==> src/rtl/biquad8_coeff_sequencer.sv <==
// WISHBONE coefficient manager that streams per-channel shadow RAM contents into biquad8 channels.
// Define BIQUAD_SEQ_READBACK_EN to give the shadow RAM a bus read port; otherwise shadow reads return 0.
module biquad8_coeff_sequencer #(
  parameter int NCHAN  = 4,
  parameter int NZERO  = 2,
  parameter int NIIR   = 7,
  // Derived; not meant to be overridden.
  parameter int CHBITS = (NCHAN > 1) ? $clog2(NCHAN) : 1,
  parameter int NCOEFF = NZERO + 4 + NIIR,
  parameter int AW     = CHBITS + 7
) (
  input  logic              clk_i,
  input  logic              rst_ni,
  input  logic              wb_cyc_i,
  input  logic              wb_stb_i,
  input  logic              wb_we_i,
  input  logic [AW-1:0]     wb_adr_i,
  input  logic [31:0]       wb_dat_i,
  input  logic [3:0]        wb_sel_i,
  output logic [31:0]       wb_dat_o,
  output logic              wb_ack_o,
  output logic              wb_err_o,
  output logic              wb_rty_o,
  input  logic              global_update_i,
  output logic [17:0]       coeff_dat_o,
  output logic [NCHAN-1:0]  coeff_fir_wr_o,
  output logic [NCHAN-1:0]  coeff_polefir_wr_o,
  output logic [1:0]        coeff_polefir_adr_o,
  output logic [NCHAN-1:0]  coeff_iir_wr_o,
  output logic              coeff_update_o,
  output logic              busy_o
);

  typedef enum logic [1:0] {S_IDLE, S_LOAD, S_DRAIN, S_UPDATE} state_t;

  localparam logic [CHBITS:0] NCHAN_W   = (CHBITS + 1)'(NCHAN);
  localparam logic [4:0]      NCOEFF_W  = 5'(NCOEFF);
  localparam logic [3:0]      LAST_SLOT = 4'(NCOEFF - 1);
  localparam logic [3:0]      PF_FIRST  = 4'(NZERO);
  localparam logic [3:0]      IIR_FIRST = 4'(NZERO + 4);

  logic [17:0] mem [NCHAN][NCOEFF];

  state_t            state_q, state_d;
  logic [CHBITS-1:0] cur_ch_q;
  logic [3:0]        cur_slot_q;
  logic [NCHAN-1:0]  chmask_q, load_mask_q, ch_onehot;
  logic              auto_q, pend_q, start_q, ack_q;
  logic [31:0]       dat_q, rd_data;
  logic [17:0]       coeff_q;
  logic [NCHAN-1:0]  fir_q, pf_q, iir_q;
  logic [1:0]        pf_adr_q;
  logic [CHBITS:0]   first, nxt;

  // Bus decode
  logic              bus_req, is_ctrl, shadow_hit, busy, stall, accept, wr_acc;
  logic              ctrl_wr, start_wr;
  logic [CHBITS-1:0] adr_ch;
  logic [3:0]        adr_slot;

  assign bus_req    = wb_cyc_i & wb_stb_i;
  assign is_ctrl    = wb_adr_i[AW-1];
  assign adr_ch     = wb_adr_i[AW-2:6];
  assign adr_slot   = wb_adr_i[5:2];
  assign shadow_hit = ~is_ctrl && ({1'b0, adr_ch} < NCHAN_W) && ({1'b0, adr_slot} < NCOEFF_W);
  assign busy       = (state_q != S_IDLE);
  // A pending start counts as busy so no shadow write can slip in ahead of the load.
  assign stall      = wb_we_i & ~is_ctrl & (busy | start_q);
  assign accept     = bus_req & ~stall & ~ack_q;
  assign wr_acc     = accept & wb_we_i;
  assign ctrl_wr    = wr_acc & is_ctrl & (adr_slot == 4'd0) & wb_sel_i[0] & ~busy & ~start_q;
  assign start_wr   = ctrl_wr & wb_dat_i[0];

  logic unused_bits;
  assign unused_bits = &{1'b0, wb_dat_i[31:18], wb_sel_i[3:1], wb_adr_i[1:0]};

  // NOTE: every variable gets a default before any branch, so no latch is inferred.
  always_comb begin
    rd_data = '0;
    if (is_ctrl) begin
      if (adr_slot == 4'd0)      rd_data = {23'b0, busy, 6'b0, auto_q, 1'b0};
      else if (adr_slot == 4'd1) rd_data[NCHAN-1:0] = chmask_q;
    end
`ifdef BIQUAD_SEQ_READBACK_EN
    else if (shadow_hit) begin
      rd_data = {14'b0, mem[adr_ch][adr_slot]};
    end
`endif
  end

  // NOTE: sequential state uses non-blocking assignments so every register samples pre-edge values.
  always_ff @(posedge clk_i or negedge rst_ni) begin
    if (!rst_ni) begin
      ack_q    <= 1'b0;
      dat_q    <= '0;
      chmask_q <= '1;
      auto_q   <= 1'b0;
      start_q  <= 1'b0;
    end else begin
      ack_q   <= accept;
      dat_q   <= (accept && !wb_we_i) ? rd_data : '0;
      start_q <= start_wr | (start_q & (state_q != S_IDLE));
      if (ctrl_wr) auto_q <= wb_dat_i[1];
      if (wr_acc && is_ctrl && adr_slot == 4'd1) begin
        for (int i = 0; i < NCHAN; i++)
          if (wb_sel_i[i/8]) chmask_q[i] <= wb_dat_i[i];
      end
    end
  end

  // NOTE: the shadow RAM has no reset; its contents are defined only by bus writes.
  always_ff @(posedge clk_i) begin
    if (wr_acc && shadow_hit) mem[adr_ch][adr_slot] <= wb_dat_i[17:0];
  end

  // Lowest selected channel at or above lo; MSB flags that one was found.
  function automatic logic [CHBITS:0] find_ch(input logic [NCHAN-1:0] m, input int lo);
    logic [CHBITS:0] r;
    r = '0;
    for (int i = NCHAN - 1; i >= 0; i--)
      if (m[i] && i >= lo) r = {1'b1, CHBITS'(i)};
    return r;
  endfunction

  assign first     = find_ch(chmask_q, 0);
  assign nxt       = find_ch(load_mask_q, int'(cur_ch_q) + 1);
  assign ch_onehot = NCHAN'(1) << cur_ch_q;

  always_ff @(posedge clk_i or negedge rst_ni) begin
    if (!rst_ni) state_q <= S_IDLE;
    else         state_q <= state_d;
  end

  always_comb begin
    state_d = state_q;
    case (state_q)
      S_IDLE: begin
        if (start_q)              state_d = first[CHBITS] ? S_LOAD : S_DRAIN;
        else if (global_update_i) state_d = S_UPDATE;
      end
      S_LOAD:  if (cur_slot_q == LAST_SLOT && !nxt[CHBITS]) state_d = S_DRAIN;
      S_DRAIN: state_d = (auto_q | pend_q | global_update_i) ? S_UPDATE : S_IDLE;
      default: state_d = S_IDLE;
    endcase
  end

  always_ff @(posedge clk_i or negedge rst_ni) begin
    if (!rst_ni) begin
      load_mask_q <= '0;
      cur_ch_q    <= '0;
      cur_slot_q  <= '0;
      pend_q      <= 1'b0;
      coeff_q     <= '0;
      fir_q       <= '0;
      pf_q        <= '0;
      iir_q       <= '0;
      pf_adr_q    <= '0;
    end else begin
      fir_q <= '0;
      pf_q  <= '0;
      iir_q <= '0;
      case (state_q)
        S_IDLE: begin
          pend_q <= start_q & global_update_i;
          if (start_q) begin
            load_mask_q <= chmask_q;
            cur_ch_q    <= first[CHBITS-1:0];
            cur_slot_q  <= '0;
          end
        end
        S_LOAD: begin
          pend_q  <= pend_q | global_update_i;
          coeff_q <= mem[cur_ch_q][cur_slot_q];
          if (cur_slot_q < PF_FIRST) begin
            fir_q <= ch_onehot;
          end else if (cur_slot_q < IIR_FIRST) begin
            pf_q     <= ch_onehot;
            pf_adr_q <= 2'(cur_slot_q - PF_FIRST);
          end else begin
            iir_q <= ch_onehot;
          end
          if (cur_slot_q == LAST_SLOT) begin
            cur_slot_q <= '0;
            cur_ch_q   <= nxt[CHBITS-1:0];
          end else begin
            cur_slot_q <= cur_slot_q + 4'd1;
          end
        end
        default: pend_q <= 1'b0;
      endcase
    end
  end

  assign wb_dat_o            = dat_q;
  assign wb_ack_o            = ack_q;
  assign wb_err_o            = 1'b0;
  assign wb_rty_o            = 1'b0;
  assign coeff_dat_o         = coeff_q;
  assign coeff_fir_wr_o      = fir_q;
  assign coeff_polefir_wr_o  = pf_q;
  assign coeff_polefir_adr_o = pf_adr_q;
  assign coeff_iir_wr_o      = iir_q;
  assign coeff_update_o      = (state_q == S_UPDATE);
  assign busy_o              = busy;

endmodule

==> config.mk <==
export PLATFORM = sky130hd
export DESIGN_NAME = biquad8_coeff_sequencer
export DESIGN_NICKNAME = d
export VERILOG_FILES = /design/src/rtl/biquad8_coeff_sequencer.sv
export SDC_FILE = /design/constraint.sdc
export NUM_CORES = 1
export LEC_CHECK = 0
export ABC_AREA = 1
export CAP_MARGIN = 30
export CORE_MARGIN = 3
export CORE_UTILIZATION = 45
export CTS_BUF_LIST = sky130_fd_sc_hd__clkbuf_2 sky130_fd_sc_hd__clkbuf_4 sky130_fd_sc_hd__clkbuf_8
export CTS_CLUSTER_SIZE = 40
export DETAILED_ROUTE_END_ITERATION = 12
export GPL_TIMING_DRIVEN = 0
export MAX_ROUTING_LAYER = met4
export PLACE_DENSITY = 0.59
export SYNTH_ARGS = -nofsm -noshare
export SYNTH_HDL_FRONTEND = slang
export SYNTH_SLANG_ARGS = --single-unit
==> constraint.sdc <==
create_clock -name clk_i -period 6.3 [get_ports clk_i]
set_input_delay 1.26 -clock clk_i [delete_from_list [all_inputs] [get_ports clk_i]]
set_output_delay 1.26 -clock clk_i [all_outputs]
set_load 0.02 [all_outputs]
==> impl_metrics.yaml <==
yosys:
  yosysWarnings: 0
  seq_area_frac_synth_pct: 74.3
  synth_top_family_by_area: "simple AND/OR/NAND/NOR gates"
  synthDistinctLibCells: 32
  yosys.area_share.adder_pct: 0.0630
  synth_compound_area_share_pct: 2.13
  synthXorXnorAreaFrac_pct: 0.0441
  synth_cells: 3431
  avgSynthCellArea_um2: 11.6
  synthMuxAreaShare_pct: 0
  synth-simple-area-share_pct: 20.2
  synth-seq-cells: 992
  syn_area_um2: 39700
layout:
  area_growth_pct: 18.3
  nets: 3823
  final_cell_mix: "nand2_1 (1,485), edfxtp_1 (936), nand3_1 (209), clkbuf_8 (175), nand4_1 (118)"
  final_util_pct: 53.9
  drive_above_1_share_pct: 13.0
  stdcell_area_um2: 47000
  fillers: 7425
  final_common_cell: "nand2_1"
job:
  max-cap-violations: 0
clocking:
  clock-sinks: 992
  tritoncts: "built"
  clkLatencyLatePin_ps: 840
  htreeDepth: 4
  cts_setup_buffers: 0
  hold_buffers: 0
  postCtsResizedCells: 0
  clockBufferDepth: 3
  cts_root_buf: "clkbuf_8"
  path_clk_slew_ps: 60
  cts_made_buffers: 164
min_path:
  holdCritPathClass: "reg -> reg"
  min_from: "coeff_dat_o[1]"
  whs_path_depth: 2
run_status:
  outcome: "complete, no violations"
worst_setup_path:
  crit_path_top_delay_cell: "clkbuf_1"
  path_max_fanout: 10
  reg2reg_depth: 13
  worst_setup_path_end_kind: "flip-flop"
  critPathLaunchType: "flip-flop"
  crit_required_ps: 7060
  critPathMostFrequentCell: "nand2_1"
  critical_path.cell_chain: "inv_2 > clkbuf_1 > clkbuf_1 > nand2_1 > nand2_1 > nand2_1 > nand3_1 > nand2_1 > nand2_1 > nand2_1 > o21ai_1 > nand3_1 > nand2_1"
  cpPeakStageDelay_ps: 820
  arrival_ps: 4630
  crit_start: "cur_ch_q[0]"
  r2r-start: "cur_ch_q[0]"
  critical_path_class: "reg -> reg"
timing:
  slew_headroom_pct: 26.8
  rsz0062_at_grt: "false"
  final-setup-viol-count: 0
  final.min_clock_period_ps: 3860
  hold_viol: 0
  max_freq_ghz: 0.259
  holdWs_ps: 479
  tns_ps: 0
  fin_crit_sh_pct: 61.3
  drv_slew: 0
  tightest_slew_ps: 1100
  fin_worst_skew_ps: 49.5
route:
  wire_per_inst_um: 28.0
  ant_nets: 0
  route.detailed.drc: 0
  wirelength_um: 142000
  drt_iter0_markers: 3840
  vias_per_cell: 5.65
  firstDrtPassIters: 8
  vias: 28600
grt:
  grt_overflow: 0
  grt_pass1_vias: 26400
  grt_use_total_pct: 32.0
  grt_pass1_wl_um: 197000
  antenna_found_initial: 1
  grt_max_degree: 57
die:
  die_y_um: 303
  io_pins: 120
  fp.dieArea_um2: 91900
  initial_utilization_pct: 45.6
  core.rowCount: 108
  coreArea_um2: 87200
  die_x_um: 303
place:
  placed_cell_area_um2: 43700
  dpl.hpwl_um: 97400
  place_congestion: 0.948
  port_buffers: 71
pwr:
  leakagePower_nw: 17.6
  p_per_area_nw_per_um2: 426
  vdd.ir_drop.worst_mv: 0.258
  p_total_mw: 20.0
## state kept, by name (all words and copies together), names as in the netlist, 3 cells and up
name and cells:
mem 936, coeff_dat_o 18, wb_dat_o 5, chmask_q 4
coeff_fir_wr_o 4, coeff_iir_wr_o 4, coeff_polefir_wr_o 4, cur_slot_q 4
load_mask_q 3
## layer usage
metal  vias up  wire, um  GRT usage (%)
li1      12400         -              -
met2      1855     61800           46.3
met4         0      8180           15.6
met3       376     18000           9.11
met5         -         0              -
met1     13900     53900           41.7
## stage by stage
stage,cells,setup slack (ps)
global placement,4685,551
finish,5059,2440
global route,5058,2370
floorplan,3459,3050
detailed placement,4756,2070
CTS,5054,2690
## worst paths after layout
check | end | slack [ps]
setup / recovery | coeff_dat_o[3] | 2440
hold / removal | coeff_dat_o[1] | 480
setup reg to reg | coeff_dat_o[3] | 2440
hold reg to reg | coeff_dat_o[1] | 480
max in group asynchronous | coeff_dat_o[15] | 5110
min in group asynchronous | coeff_polefir_wr_o[3] | 570
## report_power, final
part / internal (mW) / leakage [nW] / switching (mW)
clock network: 2.93 / 1.71 / 2.66
registers: 7.33 / 9.11 / 0.0783
logic: 1.68 / 6.79 / 5.36
total: 11.9 / 17.6 / 8.09
## worst max-delay path: cells and delay by family, from the launching register on
kind	cells	cell delay, ps
buffers and inverters	3	1460
AOI/OAI and AO/OA	1	360
DFF	1	480
and+or+nand+nor	9	1460
## cells by family after synthesis
group / after synthesis
other cells: 1
fa+ha+maj: 2
buf+inv: 298
simple gates: 1979
xor+xnor: 2
flops: 992
compound gates: 157
## final cells by class
cell class	count	area, um^2	share of cell area (%)
Antenna cell	2	5.00	0.0107
Multi-Input combinational cell	2169	9360	19.9
Timing Repair Buffer	145	2160	4.60
Clock buffer	233	2840	6.05
Buffer	206	951	2.02
Clock inverter	65	360	0.767
Tap cell	1155	1450	3.08
Sequential cell	992	29500	62.8
Inverter	92	345	0.735
## synthesized netlist by cell type
cell,number,area [um^2]
nand3_1,209,1050
ha_1,2,25.0
nor2_1,149,559
a22oi_1,16,120
conb_1,1,3.75
o311ai_0,2,17.5
o21ai_1,4,20.0
dfstp_2,4,105
dfrtp_1,52,1300
edfxtp_1,936,28100
buf_1,27,101
nor3_1,12,60.1
o31ai_1,1,7.51
nor4_1,1,6.26
nor2_2,2,12.5
a31o_2,1,8.76
o21ai_0,21,105
or2_2,1,6.26
a31oi_1,1,6.26
xnor2_1,1,8.76
o22ai_1,3,18.8
buf_2,52,260
clkbuf_1,97,364
nand4_1,118,738
a21boi_1,1,7.51
inv_1,89,334
buf_4,30,225
nand3b_1,2,15.0
inv_2,3,11.3
xor2_1,1,8.76
nand2_1,1485,5570
a21oi_1,107,536
Note: power is estimated with default switching activity, not from simulation.
